File: src/rtl/io_seq.sv
// I/O request sequencer: turns CPU I/O cycles into single requests to the slow I/O bus master, 1-cycle accept latency.
// One transfer in flight; CPU stalls (ready held low) until accepted/completed, with a watchdog as backstop.
module io_seq #(
  parameter int TIMEOUT = 1023
) (
  input  logic FCLK,
  input  logic nRES,
  input  logic BACT,
  input  logic IOCS,
  input  logic IOPWCS,
  input  logic IOACT,
  output logic IOREQ,
  output logic ALE,
  output logic RDLE,
  output logic IOPWReady,
  output logic IONPReady,
  output logic IOTimeout
);

  localparam int CW = $clog2(TIMEOUT + 1);
  localparam logic [CW-1:0] CNT_MAX  = CW'(TIMEOUT);
  localparam logic [CW-1:0] CNT_LAST = CW'(TIMEOUT - 1);

  typedef enum logic [1:0] {
    IDLE = 2'd0,
    REQ  = 2'd1,
    ACT  = 2'd2
  } state_t;

  state_t        state_q, state_d;
  logic          ioact_s1_q, ioact_s2_q;
  logic          served_q, served_d;
  logic          np_q, np_d;
  logic          pwrdy_q, pwrdy_d;
  logic          nprdy_q, nprdy_d;
  logic          ioreq_q, ioreq_d;
  logic          ale_q, ale_d;
  logic          rdle_q, rdle_d;
  logic          tmo_q, tmo_d;
  logic [CW-1:0] cnt_q, cnt_d;
  logic [CW-1:0] cnt_inc;
  logic          pending;

  assign pending = BACT && IOCS && !served_q;
  assign cnt_inc = (cnt_q == CNT_MAX) ? cnt_q : cnt_q + CW'(1);

  always_comb begin
    state_d  = state_q;
    served_d = served_q;
    np_d     = np_q;
    pwrdy_d  = pwrdy_q;
    nprdy_d  = nprdy_q;
    cnt_d    = cnt_q;
    ioreq_d  = 1'b0;
    ale_d    = 1'b0;
    rdle_d   = 1'b0;
    tmo_d    = 1'b0;
    case (state_q)
      IDLE: begin
        cnt_d = '0;
        if (pending) begin
          state_d  = REQ;
          ale_d    = 1'b1;
          ioreq_d  = 1'b1;
          served_d = 1'b1;
          np_d     = !IOPWCS;
          pwrdy_d  = pwrdy_q | IOPWCS;
        end
      end
      REQ: begin
        cnt_d   = cnt_inc;
        ioreq_d = 1'b1;
        if (ioact_s2_q) begin
          state_d = ACT;
          ioreq_d = 1'b0;
        end
      end
      ACT: begin
        cnt_d = cnt_inc;
        if (!ioact_s2_q) begin
          state_d = IDLE;
          if (np_q) begin
            nprdy_d = 1'b1;
            rdle_d  = 1'b1;
          end
        end
      end
      default: state_d = IDLE;
    endcase
    // Watchdog overrides normal completion; a stalled non-posted CPU cycle is released without read data.
    if (state_q != IDLE && cnt_q == CNT_LAST) begin
      state_d = IDLE;
      ioreq_d = 1'b0;
      rdle_d  = 1'b0;
      tmo_d   = 1'b1;
      cnt_d   = '0;
      if (np_q) nprdy_d = 1'b1;
    end
    // End of the CPU bus cycle clears readies and re-arms acceptance; it wins over any same-edge set.
    if (!BACT) begin
      served_d = 1'b0;
      pwrdy_d  = 1'b0;
      nprdy_d  = 1'b0;
    end
  end

  always_ff @(posedge FCLK or negedge nRES) begin
    if (!nRES) begin
      state_q    <= IDLE;
      ioact_s1_q <= 1'b0;
      ioact_s2_q <= 1'b0;
      served_q   <= 1'b0;
      np_q       <= 1'b0;
      pwrdy_q    <= 1'b0;
      nprdy_q    <= 1'b0;
      ioreq_q    <= 1'b0;
      ale_q      <= 1'b0;
      rdle_q     <= 1'b0;
      tmo_q      <= 1'b0;
      cnt_q      <= '0;
    end else begin
      state_q    <= state_d;
      ioact_s1_q <= IOACT;
      ioact_s2_q <= ioact_s1_q;
      served_q   <= served_d;
      np_q       <= np_d;
      pwrdy_q    <= pwrdy_d;
      nprdy_q    <= nprdy_d;
      ioreq_q    <= ioreq_d;
      ale_q      <= ale_d;
      rdle_q     <= rdle_d;
      tmo_q      <= tmo_d;
      cnt_q      <= cnt_d;
    end
  end

  assign IOREQ     = ioreq_q;
  assign ALE       = ale_q;
  assign RDLE      = rdle_q;
  assign IOPWReady = pwrdy_q;
  assign IONPReady = nprdy_q;
  assign IOTimeout = tmo_q;

endmodule

File: config.mk
export PLATFORM = sky130hd
export DESIGN_NAME = io_seq
export DESIGN_NICKNAME = d
export VERILOG_FILES = /design/src/rtl/io_seq.sv
export SDC_FILE = /design/constraint.sdc
export NUM_CORES = 1
export LEC_CHECK = 0
export CELL_PAD_IN_SITES_DETAIL_PLACEMENT = 2
export CELL_PAD_IN_SITES_GLOBAL_PLACEMENT = 2
export CORE_MARGIN = 2
export CORE_UTILIZATION = 32
export DETAILED_ROUTE_END_ITERATION = 7
export GPL_TIMING_DRIVEN = 1
export PLACE_DENSITY_LB_ADDON = 0.1
export SLEW_MARGIN = 25
export SYNTH_ARGS = -nofsm -noshare
export SYNTH_HDL_FRONTEND = slang
export SYNTH_SLANG_ARGS = --single-unit
File: constraint.sdc
create_clock -name FCLK -period 1.5 [get_ports FCLK]
set_input_delay 0.15 -clock FCLK [delete_from_list [all_inputs] [get_ports FCLK]]
set_output_delay 0.15 -clock FCLK [all_outputs]
set_load 0.005 [all_outputs]
==> results.md, run 1 <==
Clocking:
- The clock sink count is 22.
- The clock tree from TritonCTS is built.
- The number of clock buffers added by TritonCTS is 3.
- The cell at the root of the clock tree is sky130_fd_sc_hd__clkbuf_8.
- Counting along the longest clock path gives a buffer depth of 2.
- In this run the number of H-tree levels came out at 1.
- The later-pin clock latency in the skew report is 0.27 ns.
- The clock-pin slew on the worst setup and hold paths is 0.09 ns.

STA:
- Subtracting the final worst setup slack from the clock period gives 1.72 ns.
- Setup slack on the critical path of the routed design comes to -0.222 ns.
- For this run, the top clock speed supported by timing is 581 MHz.
- The final count of hold timing violations was 0.
- The slew at the pin closest to its max-slew limit is 0.356 ns.
- The maximum clock skew at final layout is 0.00452 ns.
- Setup repair after global routing could not meet its margin everywhere.
- The final number of setup-violating endpoints is 13.
- The max-slew violation total from the final report is 0.
- Of the available clock period, the critical path in the final layout requires 1.15.
- The headroom to the max-slew limit is 0.760.
- The tightest hold path in the finished design has a slack of 0.238 ns.

Finish:
- Counting the fill cells in the layout gives 368.
- The net count of the finished layout is 193.
- The share of cells above drive strength 1 is 0.470.
- The area growth from synthesis to layout is 65.0%.
- 0 antenna diodes ended up in the layout.
- The final cell utilization of the core is 0.546.

Yosys:
- The gate count after technology mapping is 121.
- Of the synthesized area, sequential elements account for 0.454.
- The compound-gate portion of the synthesized area came to 0.197.
- The number of different library cells used by synthesis comes to 38.
- Of the total synthesized cell area, the portion taken by XOR and XNOR cells is 0.00722.
- The synthesized design contains 0 enable-type register cells.
- After synthesis, the largest family of logic cells by area is simple AND/OR/NAND/NOR gates.
- The mux share of post-synthesis cell area is 0.
- In this run the mean area of a mapped cell was 10.0 µm².
- During synthesis, Yosys emitted a total of 0 warnings.
- Of the total synthesized cell area, the portion taken by full adders, half adders and majority gates is 0.0516.
- The synthesized netlist occupies a cell area of 1210 µm².
- Counting flops with an async set or reset pin after synthesis yields a share of 1.00.
- The primary flip-flop cell chosen by synthesis mapping is sky130_fd_sc_hd__dfrtp_1.
- After synthesis the netlist holds a flip-flop and latch count of 22.
- Of the total synthesized cell area, the portion taken by AND, OR, NAND and NOR gates is 0.249.
- The net count after synthesis is 132.

Global route:
- The global routing usage summed across all routing layers is 0.226.
- The first-pass GRT wire length is 7200 µm.
- Entering global routing, the biggest net connects 23 pins.
- For this run the aggregate overflow at the end of global routing stands at 0.
- The initial antenna violation count is 0.
- The number of global-route vias before repair is 1339.

Pwr:
- The analysis attributes to cell leakage a power of 0.926 nW.
- VDD sags by at most 681 µV.
- In this run the power density over the cells is 1560 nW/µm².

Die:
- The height of the die is 65.6 µm.
- The row count is 22.
- The top-level port count is 12.
- In this run the horizontal extent of the chip is 65.6 µm.
- The area of the placeable core is 3660 µm².
- The total die area is 4300 µm².
- The initial core utilization is 0.331.

Flow run:
- The reported max-cap violation count is 0.

Detailed routing:
- The pre-antenna-repair detailed-routing pass consisted of 4 iterations.
- Dividing the detail-routed wire length by the instance count gives 24.4 µm.
- The count of nets left with antenna violations after detail routing is 0.
- Dividing the detail-routed via count by the number of cells gives 5.40.
- The routed layout has 1236 vias.
- The detailed-route DRC error count is 0.
- Summed over all nets, wire length on met3 after detailed routing comes to 78 µm.
- After the first detailed-routing iteration, the DRC count stood at 19.
- The amount of wire on met2 after detailed routing is 2930 µm.
- After detailed routing, the wire length on met1 is 2420 µm.
- After detailed routing, the total wire length is 5590 µm.
- The highest routing layer actually used is met4.

Worst setup path:
- The startpoint of the most critical register-to-register path is state_q[1]$_DFFE_PN0P_.
- The worst setup path is captured at a register.
- The signal on the critical path passes through inv_2 > ha_4 > nand2b_4 > nor3_4 > buf_4 > nor3_1 > or3_1.
- The critical register-to-register path endpoint is state_q[1]$_DFFE_PN0P_.
- The slowest stage of the critical path is the sky130_fd_sc_hd__dfrtp_1 cell.
- The most critical setup path has its startpoint at state_q[1]$_DFFE_PN0P_.
- The flop-to-flop setup slack is -0.22 ns.
- The number of buffer and inverter stages on the critical path is 2.
- The cell family contributing the most delay on the critical path is simple AND/OR/NAND/NOR gates.
- Following the worst setup path forward leads to its endpoint at state_q[1]$_DFFE_PN0P_.
- The top fanout value on the critical path is 6.
- The number of stages on the worst setup path is 7.
- The worst reg2reg path depth is 7.
- In this design, the stage delay of the slowest critical-path cell is 0.39 ns.
- The worst setup path is launched from a register.
- The critical path data arrival time is 1.87 ns.
- By startpoint and endpoint, the worst setup path is classified as register to register.
- For the worst setup path, the data required time is 1.65 ns.

Place:
- Routability-driven placement finished with a final weighted congestion of 0.911.
- The count of buffers from port buffering is 11.
- The detailed-placement wirelength estimate is 3200 µm.

Worst hold path:
- In this run the worst hold path is classified as primary input to async pin.

Status:
- The final reports fail on setup timing.
- The run finished, with violations left.
## through the flow
step	instances	TNS (ns)	setup slack, ns	power [mW]	instance area [µm²]
4_1_cts	223	-0.996	-0.194	2.78	1820
2_1_floorplan	121	0	0.00102	1.39	1230
5_1_grt	229	-2.13	-0.272	3.27	2000
3_5_place_dp	215	-1.24	-0.175	2.01	1670
3_3_place_gp	215	-0.665	-0.106	1.94	1670
6_report	229	-1.43	-0.222	3.13	2000
## layer usage
layer	vias up	track usage
li1	563	-
met1	641	0.292
met2	21	0.394
met3	11	0.0291
met4	0	0.0625
met5	-	0
## timing repair
action,CTS,global route
gates resized for setup,12,28
pin swaps,1,11
hold buffers,0,0
buffers inserted,4,7
endpoints found under the setup margin,10,12
## cell usage after synthesis, types with 3 or more instances
library cell / instances / area share
sky130_fd_sc_hd__a21o_1: 4 / 0.025
sky130_fd_sc_hd__o32ai_1: 4 / 0.029
sky130_fd_sc_hd__inv_1: 8 / 0.025
sky130_fd_sc_hd__nor2_1: 6 / 0.019
sky130_fd_sc_hd__nor2b_1: 5 / 0.026
sky130_fd_sc_hd__ha_1: 5 / 0.052
sky130_fd_sc_hd__nor3_1: 7 / 0.029
sky130_fd_sc_hd__nor4_1: 3 / 0.015
sky130_fd_sc_hd__nand3_1: 6 / 0.025
sky130_fd_sc_hd__a21oi_1: 5 / 0.021
sky130_fd_sc_hd__nand2_1: 11 / 0.034
sky130_fd_sc_hd__a211oi_1: 3 / 0.019
sky130_fd_sc_hd__dfrtp_1: 22 / 0.45
## where the power goes
part           switching [mW]  total (mW)  leakage (nW)  internal [mW]
registers              0.0772       0.768         0.288          0.691
logic                   0.951        1.79         0.602          0.837
clock network           0.216       0.572        0.0357          0.357
## registers in the layout, indices dropped and copies added, names as in the netlist
signal      cells
ALE             1
IONPReady       1
IOPWReady       1
IOREQ           1
IOTimeout       1
RDLE            1
cnt_q          10
ioact_s1_q      1
ioact_s2_q      1
np_q            1
served_q        1
state_q         2
## worst min-delay path by stage
stage                          from  cells past startpoint  slack (ns)                      to
3_3_place_gp   ioact_s1_q$_DFF_PN0_                      0        0.33    ioact_s2_q$_DFF_PN0_
2_1_floorplan                  nRES                      0       -0.15           ALE$_DFF_PN0_
5_1_grt                        nRES                      2        0.26  state_q[1]$_DFFE_PN0P_
6_report                       nRES                      2        0.24  state_q[0]$_DFFE_PN0P_
4_1_cts                        nRES                      2        0.25  state_q[0]$_DFFE_PN0P_
3_5_place_dp   ioact_s1_q$_DFF_PN0_                      0        0.34    ioact_s2_q$_DFF_PN0_
## area by class of cell
class,instances,area (µm²),share of cell area
Clock buffer,3,41.3,0.0206
Clock inverter,1,30.0,0.0150
Multi-Input combinational cell,88,792,0.396
Tap cell,48,60.1,0.0300
Inverter,8,30.0,0.0150
Timing Repair Buffer,59,493,0.246
Sequential cell,22,554,0.277
## logic make-up (layout without fill, tap and decap cells)
kind of cell    count (synthesis)  after routing
compound gates                 31             31
xor+xnor                        1              1
fa+ha+maj                       5              5
buf+inv                        11             71
flops                          22             22
simple gates                   51             51
## placed cells by master (no fill, tap or decap), types with 2 or more instances in the layout
cell type,netlist,final
sky130_fd_sc_hd__buf_4,0,43
sky130_fd_sc_hd__dfrtp_1,22,19
sky130_fd_sc_hd__clkdlybuf4s50_1,0,11
sky130_fd_sc_hd__nand2_1,11,8
sky130_fd_sc_hd__inv_1,8,6
sky130_fd_sc_hd__nor3_1,7,5
sky130_fd_sc_hd__nor2_1,6,5
sky130_fd_sc_hd__a21oi_1,5,5
sky130_fd_sc_hd__nand3_1,6,5
sky130_fd_sc_hd__a21o_1,4,4
sky130_fd_sc_hd__ha_4,0,4
sky130_fd_sc_hd__buf_6,1,4
sky130_fd_sc_hd__nor2b_1,5,3
sky130_fd_sc_hd__nand2_2,0,3
sky130_fd_sc_hd__o21ai_1,2,3
sky130_fd_sc_hd__clkbuf_8,0,3
sky130_fd_sc_hd__dfrtp_2,0,3
sky130_fd_sc_hd__nand2b_4,0,2
sky130_fd_sc_hd__nand4_4,1,2
sky130_fd_sc_hd__nor3_4,1,2
sky130_fd_sc_hd__inv_2,0,2
sky130_fd_sc_hd__and4_1,2,2
sky130_fd_sc_hd__o2bb2ai_1,2,2
sky130_fd_sc_hd__o32ai_2,0,2
sky130_fd_sc_hd__nor4_2,0,2
sky130_fd_sc_hd__a211oi_1,3,2
sky130_fd_sc_hd__o32ai_1,4,2
sky130_fd_sc_hd__and3_1,2,2
No activity file was read; power rests on OpenSTA's default activity.
==> run 2, diff against run 1 <==
--- a/config.mk
+++ b/config.mk
@@ -5,6 +5,7 @@
 export SDC_FILE = /design/constraint.sdc
 export NUM_CORES = 1
 export LEC_CHECK = 0
+export CAP_MARGIN = 30
 export CELL_PAD_IN_SITES_DETAIL_PLACEMENT = 2
 export CELL_PAD_IN_SITES_GLOBAL_PLACEMENT = 2
 export CORE_MARGIN = 2
==> results of run 2 <==
The final DEF is identical to that of run 1; final timing and power are the same.
==> run 3, diff against run 2 <==
--- a/config.mk
+++ b/config.mk
@@ -17,3 +17,4 @@
 export SYNTH_ARGS = -nofsm -noshare
 export SYNTH_HDL_FRONTEND = slang
 export SYNTH_SLANG_ARGS = --single-unit
+export TNS_END_PERCENT = 50
==> constraint.sdc (replaced) <==
create_clock -name FCLK -period 1.4 [get_ports FCLK]
set_input_delay 0.14 -clock FCLK [delete_from_list [all_inputs] [get_ports FCLK]]
set_output_delay 0.14 -clock FCLK [all_outputs]
set_load 0.005 [all_outputs]
==> run 3 against run 2 <==
  * Final area increased by 1.3%
  * Clock power grew 7.2%
  * Via count increased by 4.3%
  * Clock skew decreased by 0.0019 ns
  * Register-to-register slack got worse by 0.05 ns
  * Non-clock buffer count up 2
  * Utilization grew 0.72 points
  * The run still ends with setup timing left
  * Largest power group unchanged
  * Worst hold slack got worse by 0.014 ns
  * Count of clock-buffer cells in the layout unchanged
==> results.md, run 3 (same netlist as run 1, synthesis figures left out) <==
Worst setup path:
- On the critical path, the stage with the largest delay is an instance of sky130_fd_sc_hd__dfrtp_1.
- The nature of the critical path endpoint is a register.
- The top fanout value on the critical path is 4 (-2).
- The number of buffer and inverter stages on the critical path is 2 (unchanged).
- The stage delay of the slowest cell on the critical path is 0.39 ns (about the same).
- The critical path goes through inv_2 > ha_4 > nand2b_4 > nor3_4 > buf_6 > nor3_1 > or3_1.
- The class of the most critical setup path is register to register.
- The startpoint of the most critical setup path is state_q[0]$_DFFE_PN0P_.
- The startpoint of the most critical register-to-register path is state_q[0]$_DFFE_PN0P_.
- The kind of start point of the critical path is a register.
- The required time of the critical path was 1.55 ns (-0.10 ns).
- On the critical path the largest part of the delay comes from simple AND/OR/NAND/NOR gates.
- The critical path data arrival time is 1.82 ns (-0.05 ns).

STA:
- The maximum clock frequency was 597 MHz (+2.8%).
- Setup repair after global routing could not meet its margin everywhere.
- The max-slew violation total from the final report is 0 (unchanged).
- The final number of setup-violating endpoints is 15 (+2).
- The slew at the pin closest to its max-slew limit is 0.347 ns (-0.00978 ns).
- The worst-case setup margin in the final layout was -0.276 ns (-0.0538 ns).
- The maximum clock skew at final layout was 0.00258 ns (-0.00193 ns).
- The share of the clock period used by the worst path is 1.20 (+0.0490).
- The final count of hold timing violations came to 0 (unchanged).
- The clock period minus final worst setup slack came to 1.68 ns (-0.0462 ns).
- The headroom to the max-slew limit was 0.769 (+0.00871).

Finish:
- The final layout net count is 195 (+1.0%).
- The share of cells above drive strength 1 is 0.514 (+0.0440).
- The antenna diode count was 0 (unchanged).
- The area growth from synthesis to final layout is 67.2%.
- In the final layout, the registers with the most flip-flops are cnt_q x10, state_q x2.
- The filler cell count in the final layout came to 357 (-3.0%).
- The register containing the most flip-flops in the final layout is cnt_q.
- Leaving out fill and tap cells, the most frequent cells in the layout are sky130_fd_sc_hd__buf_4 (43), sky130_fd_sc_hd__dfrtp_1 (19), sky130_fd_sc_hd__clkdlybuf4s50_1 (11).
- The library cell used most frequently in the layout, excluding fill and tap cells, is sky130_fd_sc_hd__buf_4.
- The number of flip-flops under the largest register name came to 10 (unchanged).

Detailed routing:
- The wire length reported by the detailed router was 5810 µm (+4.0%).
- The number of detailed-routing iterations run before antenna repair was 4 (unchanged).
- The number of vias in the routed layout is 1289 (+4.3%).
- The detailed-route DRC error count is 0 (unchanged).
- The first-iteration detailed-routing DRC count was 57 (+38).
- The via count normalized by instance count is 5.58 (+3.4%).
- The count of nets left with antenna violations after detail routing is 0 (unchanged).
- The wire length per cell after detailed routing is 25.2 µm (+3.1%).

Die:
- The height of the die is 65.6 µm (unchanged).
- The area of the placeable core is 3660 µm² (unchanged).
- The total die area was 4300 µm² (unchanged).
- The die width is 65.6 µm (unchanged).
- The top-level port count is 12 (unchanged).
- The initial core utilization is 0.331 (unchanged).
- The row count is 22 (unchanged).

Global route:
- The first-pass GRT wire length is 7910 µm (+9.9%).
- The number of global-route vias before repair was 1457 (+8.8%).
- The initial antenna violation count is 0 (unchanged).
- The pin count of the biggest net entering global routing is 23 (unchanged).
- The total congestion overflow after global routing was 0 (unchanged).
- The global routing usage summed across all routing layers is 0.253 (+0.0270).

Worst hold path:
- The path class of the tightest hold or removal check is primary input to async pin.

Status:
- The checks that failed: setup timing.
- The flow ran to the end, but the final reports show violations.

Pwr:
- The power per cell area was 1680 nW/µm² (+7.2%).
- The reported net switching power came to 1.34 mW (+7.7%).
- The internal power of the cells is 2.06 mW (+9.3%).
- The static power due to leakage was 0.928 nW (+0.19%).
- The sequential power share came to 0.241 (-0.005).
- The portion of total power attributed to the clock network was 0.180 (-0.003).
- The part of the total power dissipated in combinational logic is 0.579 (+0.008).
- The sum of internal, switching and leakage power came to 3.40 mW (+8.7%).
- The switching part of the total is 0.394 (-0.00345).
- The worst ir drop on vdd came to 674 µV (-0.92%).

Clocking:
- The count of H-tree levels built during CTS is 1 (unchanged).
- The clock tree from TritonCTS is built.
- The number of buffers inserted during clock tree synthesis is 3 (unchanged).
- The worst-case clock buffer depth came to 2 (unchanged).
- The clock-pin slew on the worst setup and hold paths is 0.09 ns (about the same).
- The clock sink count is 22 (unchanged).
- The cell sitting at the root of the clock tree is a sky130_fd_sc_hd__clkbuf_8.
- The later-pin clock latency in the skew report is 0.27 ns (about the same).
- The hold buffer count at CTS was 0 (unchanged).

Place:
- The last weighted congestion value of the routability-driven placer is 0.875 (-3.9%).
- The pre-CTS setup slack is -0.244 ns (-0.0694 ns).
- The count of buffers from port buffering came to 11 (unchanged).
- The detailed-placement wirelength estimate is 3300 µm (+3.0%).

Flow run:
- The reported max-cap violation count is 0 (unchanged).
==> run 3: cell count changes in the layout (fill, tap and decap cells not counted), sizes merged <==
cell,previous run,this run
buf,48,50
==> run 3: stage by stage <==
step	instance area, µm²	setup TNS [ns]	cells	hold WS [ns]	util
6_report	2030	-2.33	231	0.224	0.554
5_1_grt	2030	-3.55	231	0.240	0.554
4_1_cts	1900	-1.96	229	0.235	0.518
3_5_place_dp	1710	-2.27	219	0.359	0.467
3_3_place_gp	1710	-1.27	219	0.347	0.467
2_1_floorplan	1240	-0.215	121	-0.156	-
==> run 3: timing repair <==
| item | 4_1_cts | 5_1_grt |
|---|---|---|
| resized for setup | 15 | 27 |
| setup endpoints to repair | 15 | 18 |
| pin swaps | 7 | 11 |
| hold endpoints to repair | 0 | 0 |
| buffers inserted | 6 | 2 |
==> run 3: metal layers <==
layer	global-route usage	vias up	routed length, µm
li1	-	574	-
met1	0.295	660	2330
met2	0.468	37	3090
met3	0.0377	18	170
met4	0.0833	0	220
met5	0	-	0
==> run 3: layout make-up <==
| class | instances | area [µm²] | share of cell area |
|---|---|---|---|
| clock buffers | 3 | 41.3 | 0.0204 |
| repair buffers | 61 | 512 | 0.252 |
| clock inverters | 1 | 30.0 | 0.0148 |
| inverters | 8 | 30.0 | 0.0148 |
| well taps | 48 | 60.1 | 0.0296 |
| multi-input cells | 88 | 800 | 0.394 |
| flip-flops and latches | 22 | 554 | 0.273 |
==> run 3: path summary, 6_finish.rpt <==
path,to,slack [ns],cells past startpoint
max in group asynchronous,cnt_q[6]$_DFFE_PN0P_,0.91,2
worst max-delay path,state_q[1]$_DFFE_PN0P_,-0.28,7
worst min-delay path,state_q[0]$_DFFE_PN0P_,0.22,2
worst min register to register,ioact_s2_q$_DFF_PN0_,0.37,0
min in group FCLK,ioact_s1_q$_DFF_PN0_,0.33,1
worst max register to register,state_q[1]$_DFFE_PN0P_,-0.28,7
==> run 3: power groups by stage <==
stage	Sequential, mW	Clock (mW)	Combinational, mW
6_report	0.819	0.613	1.97
4_1_cts	0.810	0.636	1.61
5_1_grt	0.829	0.638	2.10
3_3_place_gp	0.807	0	1.34
3_5_place_dp	0.824	0	1.42
2_1_floorplan	0.831	0	0.694
